$ cat src/rtl/branch_predictor.sv
// rtl/branch_predictor.sv - fetch-stage branch predictor: direct-mapped BTB with 2-bit counters and a return-address stack
module branch_predictor #(
    parameter int ADDR_SIZE = 32,
    parameter int ENTRIES   = 16,
    parameter int RAS_DEPTH = 4
) (
    input  logic                 clk,
    input  logic                 reset,
    input  logic [ADDR_SIZE-1:0] pcF,
    output logic                 predtakenF,
    output logic [ADDR_SIZE-1:0] predpcF,
    input  logic                 updE,
    input  logic [ADDR_SIZE-1:0] pcE,
    input  logic                 takenE,
    input  logic [ADDR_SIZE-1:0] targetE,
    input  logic [1:0]           kindE,
    input  logic                 callE
);
    localparam int IDX  = $clog2(ENTRIES);
    localparam int TAGW = ADDR_SIZE - IDX - 2;
    localparam int PW   = (RAS_DEPTH > 1) ? $clog2(RAS_DEPTH) : 1;
    localparam int CW   = $clog2(RAS_DEPTH + 1);

    localparam logic [1:0] KIND_BR  = 2'b00;
    localparam logic [1:0] KIND_JAL = 2'b01;
    localparam logic [1:0] KIND_JR  = 2'b10;
    localparam logic [1:0] KIND_RET = 2'b11;

    logic [ENTRIES-1:0]   validQ;
    logic [TAGW-1:0]      tagQ    [ENTRIES];
    logic [ADDR_SIZE-1:0] targetQ [ENTRIES];
    logic [1:0]           kindQ   [ENTRIES];
    logic [1:0]           ctrQ    [ENTRIES];

    logic [ADDR_SIZE-1:0] rasQ [RAS_DEPTH];
    logic [PW-1:0]        wrPtr;
    logic [CW-1:0]        rasCnt;

    function automatic logic [PW-1:0] ptrInc(input logic [PW-1:0] p);
        return (p == PW'(RAS_DEPTH - 1)) ? '0 : p + PW'(1);
    endfunction

    function automatic logic [PW-1:0] ptrDec(input logic [PW-1:0] p);
        return (p == '0) ? PW'(RAS_DEPTH - 1) : p - PW'(1);
    endfunction

    // wrPtr is the next free slot, so the top of stack sits one below it
    logic [PW-1:0]        topPtr;
    logic [ADDR_SIZE-1:0] rasTop;
    logic                 rasEmpty;
    logic                 rasFull;

    assign topPtr   = ptrDec(wrPtr);
    assign rasTop   = rasQ[topPtr];
    assign rasEmpty = (rasCnt == '0);
    assign rasFull  = (rasCnt == CW'(RAS_DEPTH));

    logic [IDX-1:0]       idxF;
    logic [TAGW-1:0]      tagF;
    logic [ADDR_SIZE-1:0] seqF;
    logic                 hitF;

    assign idxF = pcF[IDX+1:2];
    assign tagF = pcF[ADDR_SIZE-1:IDX+2];
    assign seqF = pcF + ADDR_SIZE'(4);
    assign hitF = !reset && validQ[idxF] && (tagQ[idxF] == tagF);

    always_comb begin
        predtakenF = 1'b0;
        predpcF    = seqF;
        if (hitF) begin
            unique case (kindQ[idxF])
                KIND_BR: begin
                    predtakenF = ctrQ[idxF][1];
                    if (ctrQ[idxF][1]) predpcF = targetQ[idxF];
                end
                KIND_JAL, KIND_JR: begin
                    predtakenF = 1'b1;
                    predpcF    = targetQ[idxF];
                end
                KIND_RET: begin
                    if (!rasEmpty) begin
                        predtakenF = 1'b1;
                        predpcF    = rasTop;
                    end
                end
            endcase
        end
    end

    logic [IDX-1:0]       idxE;
    logic [TAGW-1:0]      tagE;
    logic [ADDR_SIZE-1:0] retE;
    logic                 hitE;
    logic                 doPush;
    logic                 doPop;
    logic                 doReplace;

    assign idxE = pcE[IDX+1:2];
    assign tagE = pcE[ADDR_SIZE-1:IDX+2];
    assign retE = pcE + ADDR_SIZE'(4);
    assign hitE = validQ[idxE] && (tagQ[idxE] == tagE);

    assign doPop     = updE && (kindE == KIND_RET) && !callE && !rasEmpty;
    assign doPush    = updE && callE && ((kindE != KIND_RET) || rasEmpty);
    assign doReplace = updE && callE && (kindE == KIND_RET) && !rasEmpty;

    always_ff @(posedge clk or posedge reset) begin
        if (reset) begin
            validQ <= '0;
            for (int i = 0; i < ENTRIES; i++) begin
                tagQ[i]    <= '0;
                targetQ[i] <= '0;
                kindQ[i]   <= KIND_BR;
                ctrQ[i]    <= 2'b00;
            end
            for (int j = 0; j < RAS_DEPTH; j++) rasQ[j] <= '0;
            wrPtr  <= '0;
            rasCnt <= '0;
        end else begin
            if (updE) begin
                if (hitE) begin
                    if (kindQ[idxE] == KIND_BR) begin
                        if (takenE) begin
                            if (ctrQ[idxE] != 2'b11) ctrQ[idxE] <= ctrQ[idxE] + 2'b01;
                            targetQ[idxE] <= targetE;
                        end else if (ctrQ[idxE] != 2'b00) begin
                            ctrQ[idxE] <= ctrQ[idxE] - 2'b01;
                        end
                    end else begin
                        targetQ[idxE] <= targetE;
                        kindQ[idxE]   <= kindE;
                    end
                end else if (takenE) begin
                    // allocation evicts whatever alias occupied this index
                    validQ[idxE]  <= 1'b1;
                    tagQ[idxE]    <= tagE;
                    targetQ[idxE] <= targetE;
                    kindQ[idxE]   <= kindE;
                    ctrQ[idxE]    <= 2'b10;
                end
            end

            if (doPush) begin
                rasQ[wrPtr] <= retE;
                wrPtr       <= ptrInc(wrPtr);
                if (!rasFull) rasCnt <= rasCnt + CW'(1);
            end else if (doReplace) begin
                rasQ[topPtr] <= retE;
            end else if (doPop) begin
                wrPtr  <= topPtr;
                rasCnt <= rasCnt - CW'(1);
            end
        end
    end
endmodule

$ cat config.mk
export PLATFORM = sky130hd
export DESIGN_NAME = branch_predictor
export DESIGN_NICKNAME = d
export VERILOG_FILES = /design/src/rtl/branch_predictor.sv
export SDC_FILE = /design/constraint.sdc
export NUM_CORES = 2
export LEC_CHECK = 0
export CAP_MARGIN = 20
export CORE_MARGIN = 4
export CORE_UTILIZATION = 54
export CTS_BUF_LIST = sky130_fd_sc_hd__clkbuf_16
export DETAILED_ROUTE_END_ITERATION = 10
export PLACE_DENSITY_LB_ADDON = 0.3
export SETUP_SLACK_MARGIN = 0.2
export SLEW_MARGIN = 10
export SYNTH_ARGS = -nofsm -noshare
export SYNTH_HDL_FRONTEND = slang
export SYNTH_SLANG_ARGS = --single-unit
export TNS_END_PERCENT = 100
$ cat constraint.sdc
create_clock -name clk -period 169.5 [get_ports clk]
set_input_delay 42.375 -clock clk [delete_from_list [all_inputs] [get_ports clk]]
set_output_delay 42.375 -clock clk [all_outputs]
set_load 0.01 [all_outputs]
# [After elaboration in Yosys (flattened, before gate mapping)]
# Index checks and enable logic that the tools add are counted.
[op_classes] mux=77 mul=0 n_reduce_logical=32 div=0 bitwise_logic=9 eq_ne=16 n_addsub=8 shift=0 n_lt_le_gt_ge=10
[op_table] op="512-bit two-way mux" n=3
[op_table] op="32-bit two-way mux" n=19
[op_table] op="512-bit bitwise mux" n=1
[op_table] op="416-bit bitwise mux" n=1
[op_table] op="128-bit bitwise mux" n=2
[op_table] op="128-bit two-way mux" n=2
[op_table] op="26-bit binary-select mux with 4-bit select" n=2
[op_table] op="26-bit two-way mux" n=5
[op_table] op="32-bit binary-select mux with 4-bit select" n=1
[op_table] op="32-bit demux with 2-bit select" n=2
[op_table] op="32-bit demux with 4-bit select" n=1
[op_table] op="26-bit demux with 4-bit select" n=1
[op_table] op="32-bit bitwise mux" n=3
[op_table] op="32-bit case mux with 3 select lines" n=1
[op_table] op="32-bit by 3-bit adder with 32-bit output, second input constant" n=2
[op_table] op="32-bit binary-select mux with 2-bit select" n=1
[op_table] op="26-bit equality test" n=2
[op_table] op="2-bit binary-select mux with 4-bit select" n=4
[op_table] op="16-bit OR" n=2
[op_table] op="2-bit two-way mux" n=14
[op_table] op="16-bit AND" n=1
[op_table] op="16-bit NOT" n=1
[op_table] op="1-bit logical AND" n=14
[op_table] op="3-bit two-way mux" n=4
[op_table] op="33 further kinds" n=63
[word_totals] mem_bits_rw=0 romBits=0 word_cells=223 output_inout_bits=33 regBits=1141 latch_bits=0 in_bits=103 mem_count=0

# [Logic depth before layout (Yosys ltp)]
[logic_depth] ltp_word=10 mapped_depth=17 depth_no_buf=10

# [Least setup slack after synthesis]
# No wires, ideal clock.
[synth_path] path_kind="in2out" startpoint="input port reset" endpoint="output port predpcF[19]" n_path_buf=1 t_required_ps=127125 setup_slack_ps=57731 arrival_time_ps=69394 cell_stages=7 path_cell_list="inv_1 and2_1 nand4_1 or4_1 or4_4 buf_2 a221o_1"
[synth_via] elab_chain_cells=4
[synth_rtl] element="from (decl)" line="8" source="input logic reset,"
[synth_rtl] element="1-bit zero test (no source line)"
[synth_rtl] element="1-bit logical AND (2 in series)" line="66" source="assign hitF = !reset && validQ[idxF] && (tagQ[idxF] == tagF);"
[synth_rtl] element="32-bit two-way mux" line="71" source="if (hitF) begin"
[synth_rtl] element="to (decl)" line="11" source="output logic [ADDR_SIZE-1:0] predpcF,"
# Every way passes these cells.

# [Final worst setup path]
[layout_path] startpoint="input port pcF[2]" endpoint="output port predpcF[31]"
[layout_via] elab_chain_cells=8 elab_cells_between_ends=28 classes_between="add/sub: 1; eq/ne: 4; mux: 18; bitwise: 1; reduce/logical: 4"
[layout_rtl] element="from (decl)" line="9" source="input logic [ADDR_SIZE-1:0] pcF,"
[layout_rtl] element="branches (longest 7 deep; another with 32-bit by 3-bit adder with 32-bit output)"
[layout_rtl] element="32-bit two-way mux *" line="71"
# Every way passes the cells marked *. The select of a mux whose other input is x is not followed.

==> qor.yml <==
yosys:
  synth_nets: 4195
  muxShareOfSynthArea: 0.3651
  synthTopCellsByArea: "dfrtp_1 (49%), mux2_2 (17%), mux4_2 (16%)"
  syn_area_sq_um: 58220
  ys_async_sr_fraction: 1.000
  syn_area_per_cell_sq_um: 14.29
  synth_compound_area_frac: 0.04490
  synth_seq_cells: 1141
  synth_ff_type: "dfrtp_1"
  ys_types: 70
  synth_xor_area_frac: 0.01715
  yosys.area_share.simple: 0.04378
  netlist.top_cell.by_area: "dfrtp_1"
  ys_seq_area_frac: 0.4904
  ys_warn_count: 0
  syn_inst: 4075
  synth_top_area_share: 0.4904
  synthAdderAreaFrac: 0.003783
  synth_top_family_by_area: "multiplexers"
  synth_edf_count: 0
sta:
  rsz0062_at_grt: "no"
  finalSetupViolations: 0
  final_max_slew_viol_count: 0
  hold_viol: 0
  slew_headroom: 0.2242
  fin_crit_ns: 90.51
  setup_ws_ns: 78.99
  fmax_mhz: 11.05
  fin_crit_sh: 0.5340
  tns_ns: 0
  clock_skew_ns: 0.04122
  holdWs_ns: 0.4816
  worst_pin_slew_ns: 1.161
setup_path:
  critPathCapture: "predpcF[31]"
  crit_start: "pcF[2]"
  crit_arrival_ns: 48.14
  crit_required_ns: 127.12
  setup.worst_path.end_class: "output port"
  reg2reg_depth: 11
  crit_fanout: 69
  reg2reg_to: "tagQ[329]"
  ff2ff_setup_slack_ns: 163.92
  rr_startpoint: "tagQ[1]"
  worstSetupStartpointType: "input port"
  worstSetupPathType: "input port to output port"
cells_and_area:
  multiInputGateArea_sq_um: 27820
  fillers: 8143
  regArea_sq_um: 28550
  fin_util: 0.6000
  final_layout_size_suffix_gt1_frac: 0.3999
  syn_to_final_growth_pct: 10.34
  nets: 4184
route:
  drt_pre_antenna_iters: 6
  initialDrtViolationCount: 4056
  vias_per_cell: 6.621
  vias: 36850
  post-route-drc-count: 0
  wl_per_cell_um: 29.44
  ant_nets: 0
  wl_mm: 163.8
worst_hold_path:
  hold_path_depth: 1
  hold_class: "flip-flop to flip-flop"
cts:
  clk_pin_slew_worst_paths_ns: 0.06
  cts_tree: "built"
  cts_buffers: 117
  cts_hold_buf: 0
  clock_sinks: 1141
  cts_setup_buffers: 0
  clock_latency_ns: 0.74
  cts-resized-gates: 0
  clockBufferDepth: 3
  h-tree-depth: 3
  cts-root-buf: "clkbuf_16"
run_status:
  outcome: "complete, no violations"
floorplanning:
  die_w_um: 336.3
  fp.dieArea_sq_um: 113100
  start_util: 0.5438
  die_y_um: 336.3
  rows: 120
  num_io_pins: 136
  core_area_sq_um: 107100
job:
  maxCapViolCount: 0
pwr:
  fin_total_pwr_uw: 814.9
  p_leak_uw: 0.02750
  power_density_nw_per_um2: 12.69
  max-vdd-ir-drop_mv: 0.009606
global_routing:
  antenna_found_initial: 10
  grt_max_degree: 165
  grt_pass1_wl_mm: 246.0
  grt_overflow: 0
  grt_usage: 0.2918
  grt_pass1_vias: 36990
placed_design:
  port_buffers: 135
  pre_cts_ws_ns: 79.07
  place.gp.congestion: 0.9156
  dpl.hpwl_mm: 101.0
cell families after synthesis:
logic type,count (synthesis)
AO/OA/AOI/OAI,379
XOR/XNOR,114
adder cells (fa/ha/maj),17
buffers and inverters,431
flip-flops,1141
multiplexers,1473
AND/OR/NAND/NOR,520
routing by layer:
metal	wire, um	vias up	global-route usage
met4	6558	10	0.1039
li1	-	15270	-
met3	14220	393	0.06910
met1	66680	19660	0.4064
met5	69	-	0
met2	76300	1519	0.4542
critical path, cell delays in order:
cell	delay (ns)
buf_8	0.58
buf_4	0.87
mux4_2	0.60
mux4_2	0.50
xnor2_1	0.38
nand4_1	0.15
nor4_1	0.30
nand3_1	0.57
or2_2	0.77
nand2b_1	0.25
o211ai_1	0.11
clkdlybuf4s50_1	0.57
stage by stage:
stage | area [sq um] | std cells
after floorplan | 58220 | 4075
after global placement | 60500 | 5343
after detailed placement | 60520 | 5344
after CTS | 64150 | 5560
after global routing | 64230 | 5565
final | 64230 | 5565
power breakdown:
group / internal (uW) / switching, uW / leakage [uW]
combinational: 106 / 90.5 / 0.0113
clock: 133 / 112 / 0.00187
sequential: 334 / 37.9 / 0.0143
sequential cells by signal, summed over array words and instances, names as in the netlist:
signal	cells
ctrQ	32
wrPtr	2
rasQ	128
tagQ	416
kindQ	32
validQ	16
targetQ	512
rasCnt	3
Yosys cell counts (all sizes together) (14+ instances only):
library cell     n
a21oi          133
clkbuf         168
mux2i          104
inv             61
a31oi           44
a21o            16
xnor2           74
a22oi           23
nor3            22
nand4           25
and3            14
and2            28
a221o           23
nand2b          27
nor3b           15
dfrtp         1141
o21ai           14
nor2b           30
buf            200
nor2           197
ha              16
mux2           943
a31o            34
nand2           91
mux4           426
nand3           58
xor2            40
how the worst min path moves through the flow:
stage | start | end
after floorplan | validQ[10] | validQ[10]
after global placement | targetQ[187] | targetQ[187]
after detailed placement | targetQ[176] | targetQ[176]
after CTS | targetQ[417] | targetQ[417]
after global routing | targetQ[86] | targetQ[86]
final | targetQ[417] | targetQ[417]
cells in the final DEF (no fill, tap or decap), drive strengths merged, types with 8 or more instances in the layout:
master            n
a22o             10
buf             111
nand2            91
nor3b            15
a211oi           11
and2             28
a31oi            44
clkbuf          117
mux2            943
ha               16
dfrtp          1141
o21ai            14
a21o             16
mux2i           104
mux4            426
o211ai            9
a221o            23
clkinv           62
a21oi           133
nand2b           27
nor3             22
nor2            197
a22oi            23
clkdlybuf4s50   127
inv              90
a221oi           13
o22ai             8
o31ai            13
nand3            58
nor2b            30
and3             14
nand4            25
a31o             34
xor2             40
xnor2            74
area by class of cell:
type | count | share of cell area
Antenna cell | 1 | 0.00003896
Clock buffer | 117 | 0.04558
Timing Repair Buffer | 238 | 0.03485
Tap cell | 1403 | 0.02733
Inverter | 63 | 0.003798
Sequential cell | 1141 | 0.4445
Clock inverter | 99 | 0.01087
Multi-Input combinational cell | 2503 | 0.4330
No activity file was read; power rests on OpenSTA's default activity.
